$ cat config.mk
export PLATFORM = sky130hd
export DESIGN_NAME = video_pattern_gen
export DESIGN_NICKNAME = d
export VERILOG_FILES = /design/src/rtl/video_pkg.sv /design/src/rtl/video_timing_gen.sv /design/src/rtl/video_pattern_gen.sv
export SDC_FILE = /design/constraint.sdc
export NUM_CORES = 1
export LEC_CHECK = 0
export ABC_AREA = 0
export CAP_MARGIN = 30
export CORE_MARGIN = 3
export CORE_UTILIZATION = 52
export CTS_BUF_LIST = sky130_fd_sc_hd__clkbuf_8
export CTS_CLUSTER_SIZE = 24
export DETAILED_ROUTE_END_ITERATION = 12
export PLACE_DENSITY = 0.75
export SLEW_MARGIN = 20
export SYNTH_ARGS = -nofsm -noshare
export SYNTH_HDL_FRONTEND = slang
export SYNTH_HIERARCHICAL = 1
export SYNTH_SLANG_ARGS = --single-unit
$ cat constraint.sdc
create_clock -name clk -period 4.2 [get_ports clk]
set_input_delay 0.42 -clock clk [delete_from_list [all_inputs] [get_ports clk]]
set_output_delay 0.42 -clock clk [all_outputs]
set_load 0.01 [all_outputs]
$ cat src/rtl/video_pkg.sv
// rtl/video_pkg.sv - shared constants for the parallel video stream sources
package video_pkg;

  localparam logic [1:0] PAT_BARS  = 2'd0;
  localparam logic [1:0] PAT_GRAD  = 2'd1;
  localparam logic [1:0] PAT_CHECK = 2'd2;
  localparam logic [1:0] PAT_BOX   = 2'd3;

  localparam logic [23:0] COL_WHITE   = 24'hFFFFFF;
  localparam logic [23:0] COL_YELLOW  = 24'hFFFF00;
  localparam logic [23:0] COL_CYAN    = 24'h00FFFF;
  localparam logic [23:0] COL_GREEN   = 24'h00FF00;
  localparam logic [23:0] COL_MAGENTA = 24'hFF00FF;
  localparam logic [23:0] COL_RED     = 24'hFF0000;
  localparam logic [23:0] COL_BLUE    = 24'h0000FF;
  localparam logic [23:0] COL_BLACK   = 24'h000000;

  // 1280x720p60 raster
  localparam int DEF_H_ACTIVE = 1280;
  localparam int DEF_H_FP     = 110;
  localparam int DEF_H_SYNC   = 40;
  localparam int DEF_H_BP     = 220;
  localparam int DEF_V_ACTIVE = 720;
  localparam int DEF_V_FP     = 5;
  localparam int DEF_V_SYNC   = 5;
  localparam int DEF_V_BP     = 20;

  localparam int BOX_SIZE   = 64;
  localparam int BOX_STEP_X = 4;
  localparam int BOX_STEP_Y = 2;

  function automatic logic [23:0] bar_colour(input logic [2:0] idx);
    case (idx)
      3'd0:    return COL_WHITE;
      3'd1:    return COL_YELLOW;
      3'd2:    return COL_CYAN;
      3'd3:    return COL_GREEN;
      3'd4:    return COL_MAGENTA;
      3'd5:    return COL_RED;
      3'd6:    return COL_BLUE;
      default: return COL_BLACK;
    endcase
  endfunction

endpackage

$ cat src/rtl/video_timing_gen.sv
// rtl/video_timing_gen.sv - raster counters with registered dv/hs/vs/frame_start
module video_timing_gen
  import video_pkg::*;
#(
  parameter int   H_ACTIVE = DEF_H_ACTIVE,
  parameter int   H_FP     = DEF_H_FP,
  parameter int   H_SYNC   = DEF_H_SYNC,
  parameter int   H_BP     = DEF_H_BP,
  parameter int   V_ACTIVE = DEF_V_ACTIVE,
  parameter int   V_FP     = DEF_V_FP,
  parameter int   V_SYNC   = DEF_V_SYNC,
  parameter int   V_BP     = DEF_V_BP,
  parameter logic HS_POL   = 1'b1,
  parameter logic VS_POL   = 1'b1,
  localparam int  H_TOT    = H_ACTIVE + H_FP + H_SYNC + H_BP,
  localparam int  V_TOT    = V_ACTIVE + V_FP + V_SYNC + V_BP,
  localparam int  HW       = $clog2(H_TOT),
  localparam int  VW       = $clog2(V_TOT)
) (
  input  logic          clk,
  input  logic          rst,
  input  logic          en,
  output logic [HW-1:0] h_cnt,
  output logic [VW-1:0] v_cnt,
  output logic          dv,
  output logic          hs,
  output logic          vs,
  output logic          frame_start
);

  localparam logic [HW-1:0] H_LAST  = HW'(H_TOT - 1);
  localparam logic [HW-1:0] H_ACT   = HW'(H_ACTIVE);
  localparam logic [HW-1:0] H_SYN_S = HW'(H_ACTIVE + H_FP);
  localparam logic [HW-1:0] H_SYN_E = HW'(H_ACTIVE + H_FP + H_SYNC);
  localparam logic [VW-1:0] V_LAST  = VW'(V_TOT - 1);
  localparam logic [VW-1:0] V_ACT   = VW'(V_ACTIVE);
  localparam logic [VW-1:0] V_SYN_S = VW'(V_ACTIVE + V_FP);
  localparam logic [VW-1:0] V_SYN_E = VW'(V_ACTIVE + V_FP + V_SYNC);

  // Flags are registered from the current count so they trail it by one cycle
  always_ff @(posedge clk or posedge rst) begin
    if (rst) begin
      h_cnt       <= '0;
      v_cnt       <= '0;
      dv          <= 1'b0;
      hs          <= ~HS_POL;
      vs          <= ~VS_POL;
      frame_start <= 1'b0;
    end else if (!en) begin
      h_cnt       <= '0;
      v_cnt       <= '0;
      dv          <= 1'b0;
      hs          <= ~HS_POL;
      vs          <= ~VS_POL;
      frame_start <= 1'b0;
    end else begin
      dv          <= (h_cnt < H_ACT) && (v_cnt < V_ACT);
      hs          <= (h_cnt >= H_SYN_S && h_cnt < H_SYN_E) ? HS_POL : ~HS_POL;
      vs          <= (v_cnt >= V_SYN_S && v_cnt < V_SYN_E) ? VS_POL : ~VS_POL;
      frame_start <= (h_cnt == '0) && (v_cnt == '0);
      if (h_cnt == H_LAST) begin
        h_cnt <= '0;
        v_cnt <= (v_cnt == V_LAST) ? '0 : v_cnt + 1'b1;
      end else begin
        h_cnt <= h_cnt + 1'b1;
      end
    end
  end

endmodule

$ cat src/rtl/video_pattern_gen.sv
// rtl/video_pattern_gen.sv - test-pattern source driving the tx video bus
module video_pattern_gen
  import video_pkg::*;
#(
  parameter int   H_ACTIVE = DEF_H_ACTIVE,
  parameter int   H_FP     = DEF_H_FP,
  parameter int   H_SYNC   = DEF_H_SYNC,
  parameter int   H_BP     = DEF_H_BP,
  parameter int   V_ACTIVE = DEF_V_ACTIVE,
  parameter int   V_FP     = DEF_V_FP,
  parameter int   V_SYNC   = DEF_V_SYNC,
  parameter int   V_BP     = DEF_V_BP,
  parameter logic HS_POL   = 1'b1,
  parameter logic VS_POL   = 1'b1
) (
  input  logic       clk,
  input  logic       rst,
  input  logic       en,
  input  logic [1:0] pattern,
  output logic [7:0] tx_red,
  output logic [7:0] tx_green,
  output logic [7:0] tx_blue,
  output logic       tx_dv,
  output logic       tx_hs,
  output logic       tx_vs,
  output logic       frame_start
);

  localparam int H_TOT = H_ACTIVE + H_FP + H_SYNC + H_BP;
  localparam int V_TOT = V_ACTIVE + V_FP + V_SYNC + V_BP;
  localparam int HW    = $clog2(H_TOT);
  localparam int VW    = $clog2(V_TOT);
  localparam int BAR_W = H_ACTIVE / 8;

  logic [HW-1:0] h_cnt;
  logic [VW-1:0] v_cnt;

  video_timing_gen #(
    .H_ACTIVE(H_ACTIVE), .H_FP(H_FP), .H_SYNC(H_SYNC), .H_BP(H_BP),
    .V_ACTIVE(V_ACTIVE), .V_FP(V_FP), .V_SYNC(V_SYNC), .V_BP(V_BP),
    .HS_POL(HS_POL), .VS_POL(VS_POL)
  ) u_timing (
    .clk         (clk),
    .rst         (rst),
    .en          (en),
    .h_cnt       (h_cnt),
    .v_cnt       (v_cnt),
    .dv          (tx_dv),
    .hs          (tx_hs),
    .vs          (tx_vs),
    .frame_start (frame_start)
  );

  logic [1:0]    pat_q;
  logic [HW-1:0] bx_q, bx_next, bx_cur;
  logic [VW-1:0] by_q, by_next, by_cur;
  logic          box_armed;
  logic          at_origin;
  logic          active;
  logic          in_box;
  logic [1:0]    pat_cur;
  logic [7:0]    h8, v8;
  logic [31:0]   bar_idx;
  logic [23:0]   rgb_next;

  assign at_origin = (h_cnt == '0) && (v_cnt == '0);
  assign active    = (32'(h_cnt) < 32'(H_ACTIVE)) && (32'(v_cnt) < 32'(V_ACTIVE));

  // The origin pixel already belongs to the new frame, so it sees the fresh pattern and box
  assign pat_cur = at_origin ? pattern : pat_q;
  assign bx_next = (32'(bx_q) + 32'(BOX_STEP_X + BOX_SIZE) > 32'(H_ACTIVE)) ? '0 : bx_q + HW'(BOX_STEP_X);
  assign by_next = (32'(by_q) + 32'(BOX_STEP_Y + BOX_SIZE) > 32'(V_ACTIVE)) ? '0 : by_q + VW'(BOX_STEP_Y);
  assign bx_cur  = (at_origin && box_armed) ? bx_next : bx_q;
  assign by_cur  = (at_origin && box_armed) ? by_next : by_q;

  assign h8      = 8'(h_cnt);
  assign v8      = 8'(v_cnt);
  assign bar_idx = 32'(h_cnt) / 32'(BAR_W);
  assign in_box  = (32'(h_cnt) >= 32'(bx_cur)) && (32'(h_cnt) < 32'(bx_cur) + 32'(BOX_SIZE)) &&
                   (32'(v_cnt) >= 32'(by_cur)) && (32'(v_cnt) < 32'(by_cur) + 32'(BOX_SIZE));

  always_comb begin
    rgb_next = COL_BLACK;
    case (pat_cur)
      PAT_BARS:  rgb_next = bar_colour((bar_idx > 32'd7) ? 3'd7 : bar_idx[2:0]);
      PAT_GRAD:  rgb_next = {h8, v8, h8 ^ v8};
      PAT_CHECK: rgb_next = (h8[5] ^ v8[5]) ? COL_WHITE : COL_BLACK;
      default:   rgb_next = in_box ? COL_WHITE : COL_BLACK;
    endcase
    if (!active) rgb_next = COL_BLACK;
  end

  always_ff @(posedge clk or posedge rst) begin
    if (rst) begin
      {tx_red, tx_green, tx_blue} <= COL_BLACK;
      pat_q     <= PAT_BARS;
      bx_q      <= '0;
      by_q      <= '0;
      box_armed <= 1'b0;
    end else if (!en) begin
      {tx_red, tx_green, tx_blue} <= COL_BLACK;
      pat_q     <= PAT_BARS;
      bx_q      <= '0;
      by_q      <= '0;
      box_armed <= 1'b0;
    end else begin
      {tx_red, tx_green, tx_blue} <= rgb_next;
      if (at_origin) begin
        pat_q     <= pattern;
        box_armed <= 1'b1;
        bx_q      <= bx_cur;
        by_q      <= by_cur;
      end
    end
  end

endmodule

==> results.yml, run 1 <==
status:
  status: "finished clean"
worst_setup_path:
  start_kind: "register"
  reg2regPathDepth: 16
  reg2reg_slack_ns: 0.16
  r2r_end: "tx_red[0]"
  cpPeakStageDelay_ns: 0.51
  r2r_start: "by_q[1]"
  cp.required_ns: 4.44
  crit_type: "register to register"
  path_max_fanout: 24
  cp-end-kind: "register"
  critPathArrivalTime_ns: 4.28
  slowest_stage: "or4b_1"
  crit_chain: "buf_4 -> and2_1 -> or4b_1 -> a21oi_1 -> o211ai_2 -> and2_4 -> nand2b_2 -> nand2_1 -> ha_1 -> a2111oi_2 -> o31ai_1 -> a31o_2 -> o221a_2 -> a32oi_2 -> buf_12 -> a211oi_2"
pwr:
  p_per_area_nw_per_um2: 297
  ir_drop_mv: 0.248
  clockPowerShare: 0.290
  p_int_w: 0.00138
  cellLeakagePower_nw: 2.92
  seqPwrFrac: 0.400
  p_comb_frac: 0.310
  switching_share: 0.326
  power.switching_w: 0.000670
timing:
  drv_slew: 0
  finalClockSkew_ns: 0.00873
  min_period_ns: 4.04
  max_freq_mhz: 247
  worst_pin_slew_ns: 0.815
  hold_viol: 0
  setup_violations: 0
  slew_headroom: 0.452
  layout_worst_path_cycle_share: 0.963
finish:
  antennaDiodeCount: 0
  area_growth_pct: 16.0
  regArea_um2: 1830
  drive_gt1_frac: 0.175
  nNetsFinal: 764
  finish.utilization: 0.627
  multi_input_area_um2: 3880
  final_cells: 860
  fillCellCount: 919
logic_synthesis:
  synth_seq_cells: 73
  seq_area_frac_synth: 0.307
  synth_cell_types: 85
  synthCells: 667
  synth_area_per_cell_um2: 8.93
  yosysWarnings: 6
  syn_nets: 716
  synthArstFlopShare: 1.00
  synth_edf_count: 0
  synthesis.area_um2: 5960
  ys.flop_type: "dfrtp_1"
global_routing:
  gr-total-overflow: 0
  grt_first_pass_wirelength_um: 27100
  antenna_found_initial: 0
  grt_pass1_vias: 5361
  grt_max_degree: 35
  gr-usage-all-layers: 0.261
detailed_routing:
  antenna_left: 0
  dr.first_iter.drc_count: 583
  vias: 5563
  drc_errors: 0
  drt-total-wl_um: 16300
  via_per_inst: 6.47
  first_pass_iters: 5
  avgRoutedWirePerCell_um: 18.9
clock_tree:
  clock-sinks: 73
  cts_made_buffers: 9
  clk_path_buf_depth: 2
  cts_tree: "built"
  path_clk_slew_ns: 0.08
  root_buffer: "clkbuf_8"
  cts_max_level: 3
  clkLatencyLatePin_ns: 0.37
placement:
  routabilityCongestion: 0.925
  place_hpwl_um: 11500
  placed_cells: 838
  port-buffer-count: 32
job:
  max_cap_viol_count: 0
floorplan:
  dieArea_um2: 12800
  ios: 33
  start_util: 0.540
  rows: 38
  die_y_um: 113
  die_w_um: 113
  coreArea_um2: 11000
worst_hold_path:
  hold_class: "input port to asynchronous set/reset pin"
## how the worst max path moves through the flow
stage / from / to / slack [ns] / cells after the start
2_1_floorplan: bx_q[2] / tx_blue[1] / 0.12 / 17
6_report: by_q[1] / tx_red[0] / 0.16 / 16
3_3_place_gp: by_q[2] / tx_green[2] / -0.07 / 16
5_1_grt: bx_q[3] / tx_green[0] / -0.02 / 16
3_5_place_dp: by_q[2] / tx_green[0] / -0.23 / 16
4_1_cts: by_q[1] / tx_green[2] / 0.02 / 16
## cells in the final DEF, fill, tap and decap left out, types with 9 or more instances in the layout
cell type / instances
dfrtp_1: 72
a21oi_1: 54
nand2_1: 54
ha_1: 43
buf_4: 38
nor2_1: 37
clkdlybuf4s50_1: 32
inv_1: 27
and3_1: 24
o21ai_0: 23
nand3_1: 22
a211oi_2: 21
xor2_1: 19
and2_1: 16
nor3_1: 14
nand4_1: 11
nor2b_1: 10
nand2b_1: 10
clkbuf_8: 10
xnor2_1: 9
## cells in the mapped netlist, types with 6 or more instances
cell | n | share of area
a211oi_1 | 9 | 0.011
xnor2_1 | 9 | 0.013
o21ai_0 | 24 | 0.020
buf_6 | 8 | 0.015
xor2_1 | 19 | 0.028
dfrtp_1 | 73 | 0.31
a21oi_1 | 54 | 0.045
or3_1 | 7 | 0.0073
nor3_1 | 15 | 0.013
ha_1 | 44 | 0.092
nand3_1 | 23 | 0.019
clkbuf_1 | 22 | 0.014
nand2_1 | 54 | 0.034
buf_2 | 6 | 0.0050
and3_1 | 24 | 0.025
inv_1 | 29 | 0.018
nand4_1 | 11 | 0.012
a211oi_2 | 20 | 0.042
nor2b_1 | 10 | 0.010
nand2b_1 | 11 | 0.012
nor2_1 | 38 | 0.024
o21a_1 | 8 | 0.010
nor3b_1 | 6 | 0.0076
a31oi_1 | 8 | 0.0084
and2_1 | 17 | 0.018
## worst max-delay path, delay by kind of cell (launching register included)
kind,cells,cell delay [ns]
AOI/OAI and AO/OA,8,1.62
and+or+nand+nor,5,1.23
DFF,1,0.41
buffers and inverters,2,0.40
adders and majority gates,1,0.25
## cells by family (layout without fill, tap and decap cells)
family                     Yosys count  count (layout)  synth area share
AOI/OAI and AO/OA                  190             191             0.241
muxes                                4               4           0.00693
DFF                                 73              73             0.307
buffers and inverters               69             121            0.0561
xor gates and xnor gates            29              29            0.0458
adders and majority gates           44              44            0.0924
and+or+nand+nor                    258             258             0.252
## power by group through the flow
stage	logic (W)	clock network (W)	registers [W]
final	0.000637	0.000597	0.000821
after detailed placement	0.000618	0	0.000835
after floorplan	0.000312	0	0.000883
after global placement	0.000598	0	0.000832
after global routing	0.000686	0.000647	0.000831
after CTS	0.000623	0.000612	0.000821
## layout make-up
| type | count | share of cell area |
|---|---|---|
| Inverter | 30 | 0.0163 |
| Clock inverter | 6 | 0.0107 |
| Tap cell | 140 | 0.0253 |
| Sequential cell | 73 | 0.264 |
| Multi-Input combinational cell | 526 | 0.561 |
| Timing Repair Buffer | 75 | 0.102 |
| Clock buffer | 10 | 0.0199 |
## metal layers
layer  track usage  share of wire  vias to the layer above
met2         0.408           0.46                      281
met5             0              0                        -
met1         0.356           0.43                     2668
li1              -              -                     2576
met3        0.0578          0.087                       38
met4         0.101          0.023                        0
## per-stage QoR
step / power (W) / hold slack (ns) / setup TNS (ns) / cell area [um^2] / setup slack (ns)
CTS: 0.00206 / 0.391 / 0 / 6800 / 0.0187
finish: 0.00205 / 0.314 / 0 / 6910 / 0.157
global placement: 0.00143 / 0.528 / -1.31 / 6530 / -0.0651
detailed placement: 0.00145 / 0.531 / -4.93 / 6550 / -0.232
global route: 0.00216 / 0.335 / -0.0287 / 6910 / -0.0178
floorplan: 0.00119 / 0.447 / 0 / 5960 / 0.124
## state kept, by name, indices dropped and copies added, names as in the netlist
| name | count |
|---|---|
| tx_blue | 8 |
| tx_red | 8 |
| tx_green | 8 |
| u_timing/frame_start | 1 |
| by_q | 10 |
| u_timing/dv | 1 |
| u_timing/vs | 1 |
| pat_q | 2 |
| u_timing/h_cnt | 11 |
| bx_q | 11 |
| box_armed | 1 |
| u_timing/v_cnt | 10 |
| u_timing/hs | 1 |
## repair_timing
item | in CTS | in global routing
cloned | 1 | 0
pin swaps | 0 | 2
endpoints found under the setup margin | 24 | 24
buffers inserted | 0 | 4
gates resized for setup | 6 | 11
hold buffers | 0 | 0
No activity file was read; power rests on OpenSTA's default activity.
==> run 2: changes to the inputs <==
- MAX_ROUTING_LAYER: unset -> met4
==> results.yml, run 2 (synthesized netlist as in run 1, its figures left out) <==
status:
  status: "finished clean"
worst_setup_path:
  reg2regPathDepth: 17
  path_max_fanout: 12
  crit_top_cell: "buf_4"
  start_kind: "register"
  cp_num_cells: 17
  cpPeakStageDelay_ns: 0.54
  worstPathBufferInverterCount: 4
  cp.required_ns: 4.47
  cp-end-kind: "register"
  slowest_stage: "or4b_1"
  critPathArrivalTime_ns: 4.36
  crit_type: "register to register"
  crit_chain: "buf_4 -> and2_1 -> or4b_1 -> a21oi_2 -> o211ai_2 -> buf_4 -> a31oi_1 -> o22ai_1 -> buf_4 -> ha_1 -> xnor2_1 -> ha_1 -> a21o_1 -> a21oi_2 -> a32oi_4 -> buf_12 -> a211oi_1"
  cp_top_family: "compound AO/OA/AOI/OAI gates"
placement:
  port-buffer-count: 32
  place_hpwl_um: 11400
  placed_cells: 840
  routabilityCongestion: 0.920
finish:
  final_common_cell: "dfrtp_1"
  finish.utilization: 0.634
  area_growth_pct: 17.3
  regArea_um2: 1830
  fillCellCount: 929
  nNetsFinal: 770
  final_cell_mix: "dfrtp_1, nand2_1, a21oi_1"
  multi_input_area_um2: 3900
  drive_gt1_frac: 0.183
  final_cells: 866
  antennaDiodeCount: 0
  reg_top3: "bx_q x11, u_timing/h_cnt x11"
detailed_routing:
  antenna_left: 0
  dr.first_iter.drc_count: 602
  via_per_inst: 6.31
  avgRoutedWirePerCell_um: 19.2
  first_pass_iters: 5
  drt-total-wl_um: 16600
  drc_errors: 0
  vias: 5464
pwr:
  switching_share: 0.334
  p_int_w: 0.00139
  clockPowerShare: 0.294
  seqPwrFrac: 0.393
  p_comb_frac: 0.312
  ir_drop_mv: 0.239
  power.switching_w: 0.000700
  p_per_area_nw_per_um2: 299
  cellLeakagePower_nw: 2.96
floorplan:
  dieArea_um2: 12800
  rows: 38
  die_y_um: 113
  ios: 33
  start_util: 0.540
  die_w_um: 113
  coreArea_um2: 11000
clock_tree:
  cts_made_buffers: 9
  path_clk_slew_ns: 0.09
  cts_max_level: 3
  clkLatencyLatePin_ns: 0.37
  clock-sinks: 73
  clk_path_buf_depth: 2
  ctsHoldBuffers: 0
  cts_tree: "built"
  root_buffer: "clkbuf_8"
timing:
  finalClockSkew_ns: 0.00760
  fin_tns_setup_ns: 0
  hold_viol: 0
  slew_headroom: 0.459
  drv_slew: 0
  min_period_ns: 4.10
  worst_pin_slew_ns: 0.804
  max_freq_mhz: 244
  setup_violations: 0
  layout_worst_path_cycle_share: 0.975
global_routing:
  gr-usage-all-layers: 0.264
  antenna_found_initial: 0
  grt_first_pass_wirelength_um: 26800
  grt_pass1_vias: 5384
  gr-total-overflow: 0
  grt_max_degree: 49
worst_hold_path:
  hold_class: "input port to asynchronous set/reset pin"
job:
  max_cap_viol_count: 0
-- run 2: cell types whose count changed in the layout (fill, tap and decap cells not counted), moves of 2 or more --
cell	before	now
a21oi_2	0	4
buf_6	0	2
buf_4	38	42
o21ai_1	5	7
a21oi_1	54	50
-- run 2: metrics by stage --
stage	instance area, um^2	hold WS [ns]	worst slack [ns]	power [W]
floorplan	5960	0.447	0.124	0.00119
global placement	6550	0.519	0.132	0.00144
detailed placement	6550	0.520	-0.135	0.00145
CTS	6780	0.544	0.0370	0.00207
global route	6990	0.427	-0.0758	0.00219
finish	6990	0.389	0.104	0.00209
-- run 2: path summary, 6_finish.rpt --
kind | startpoint | to | slack (ns)
setup / recovery | by_q[1] | tx_blue[7] | 0.10
hold / removal | rst | u_timing/h_cnt[2] | 0.39
setup reg to reg | by_q[1] | tx_blue[7] | 0.10
hold reg to reg | bx_q[0] | bx_q[0] | 0.54
max in group asynchronous | rst | by_q[2] | 3.16
min in group clk | bx_q[0] | bx_q[0] | 0.54
-- run 2: cell type report --
class	count	area share
inverters	30	0.0161
clock inverters	6	0.0106
clock buffers	10	0.0197
well taps	140	0.0251
repair buffers	81	0.108
multi-input cells	526	0.559
flip-flops and latches	73	0.262
-- run 2: repair_timing --
| action | CTS | global route |
|---|---|---|
| pin swaps | 0 | 2 |
| endpoints found under the hold margin | 0 | 0 |
| resized for setup | 4 | 16 |
| setup buffers | 0 | 6 |
| gates cloned | 0 | 3 |
| setup endpoints to repair | 24 | 24 |
-- run 2: power by group through the flow --
stage / Sequential (W) / Clock (W) / Combinational, W
2_1_floorplan: 0.000883 / 0 / 0.000312
3_3_place_gp: 0.000834 / 0 / 0.000602
3_5_place_dp: 0.000837 / 0 / 0.000615
4_1_cts: 0.000823 / 0.000623 / 0.000621
5_1_grt: 0.000834 / 0.000653 / 0.000703
6_report: 0.000823 / 0.000616 / 0.000654
-- run 2: metal layers --
layer | track usage | part of all wire
met1 | 0.346 | 0.44
met2 | 0.419 | 0.47
met3 | 0.0524 | 0.078
met4 | 0.0753 | 0.018
met5 | - | 0
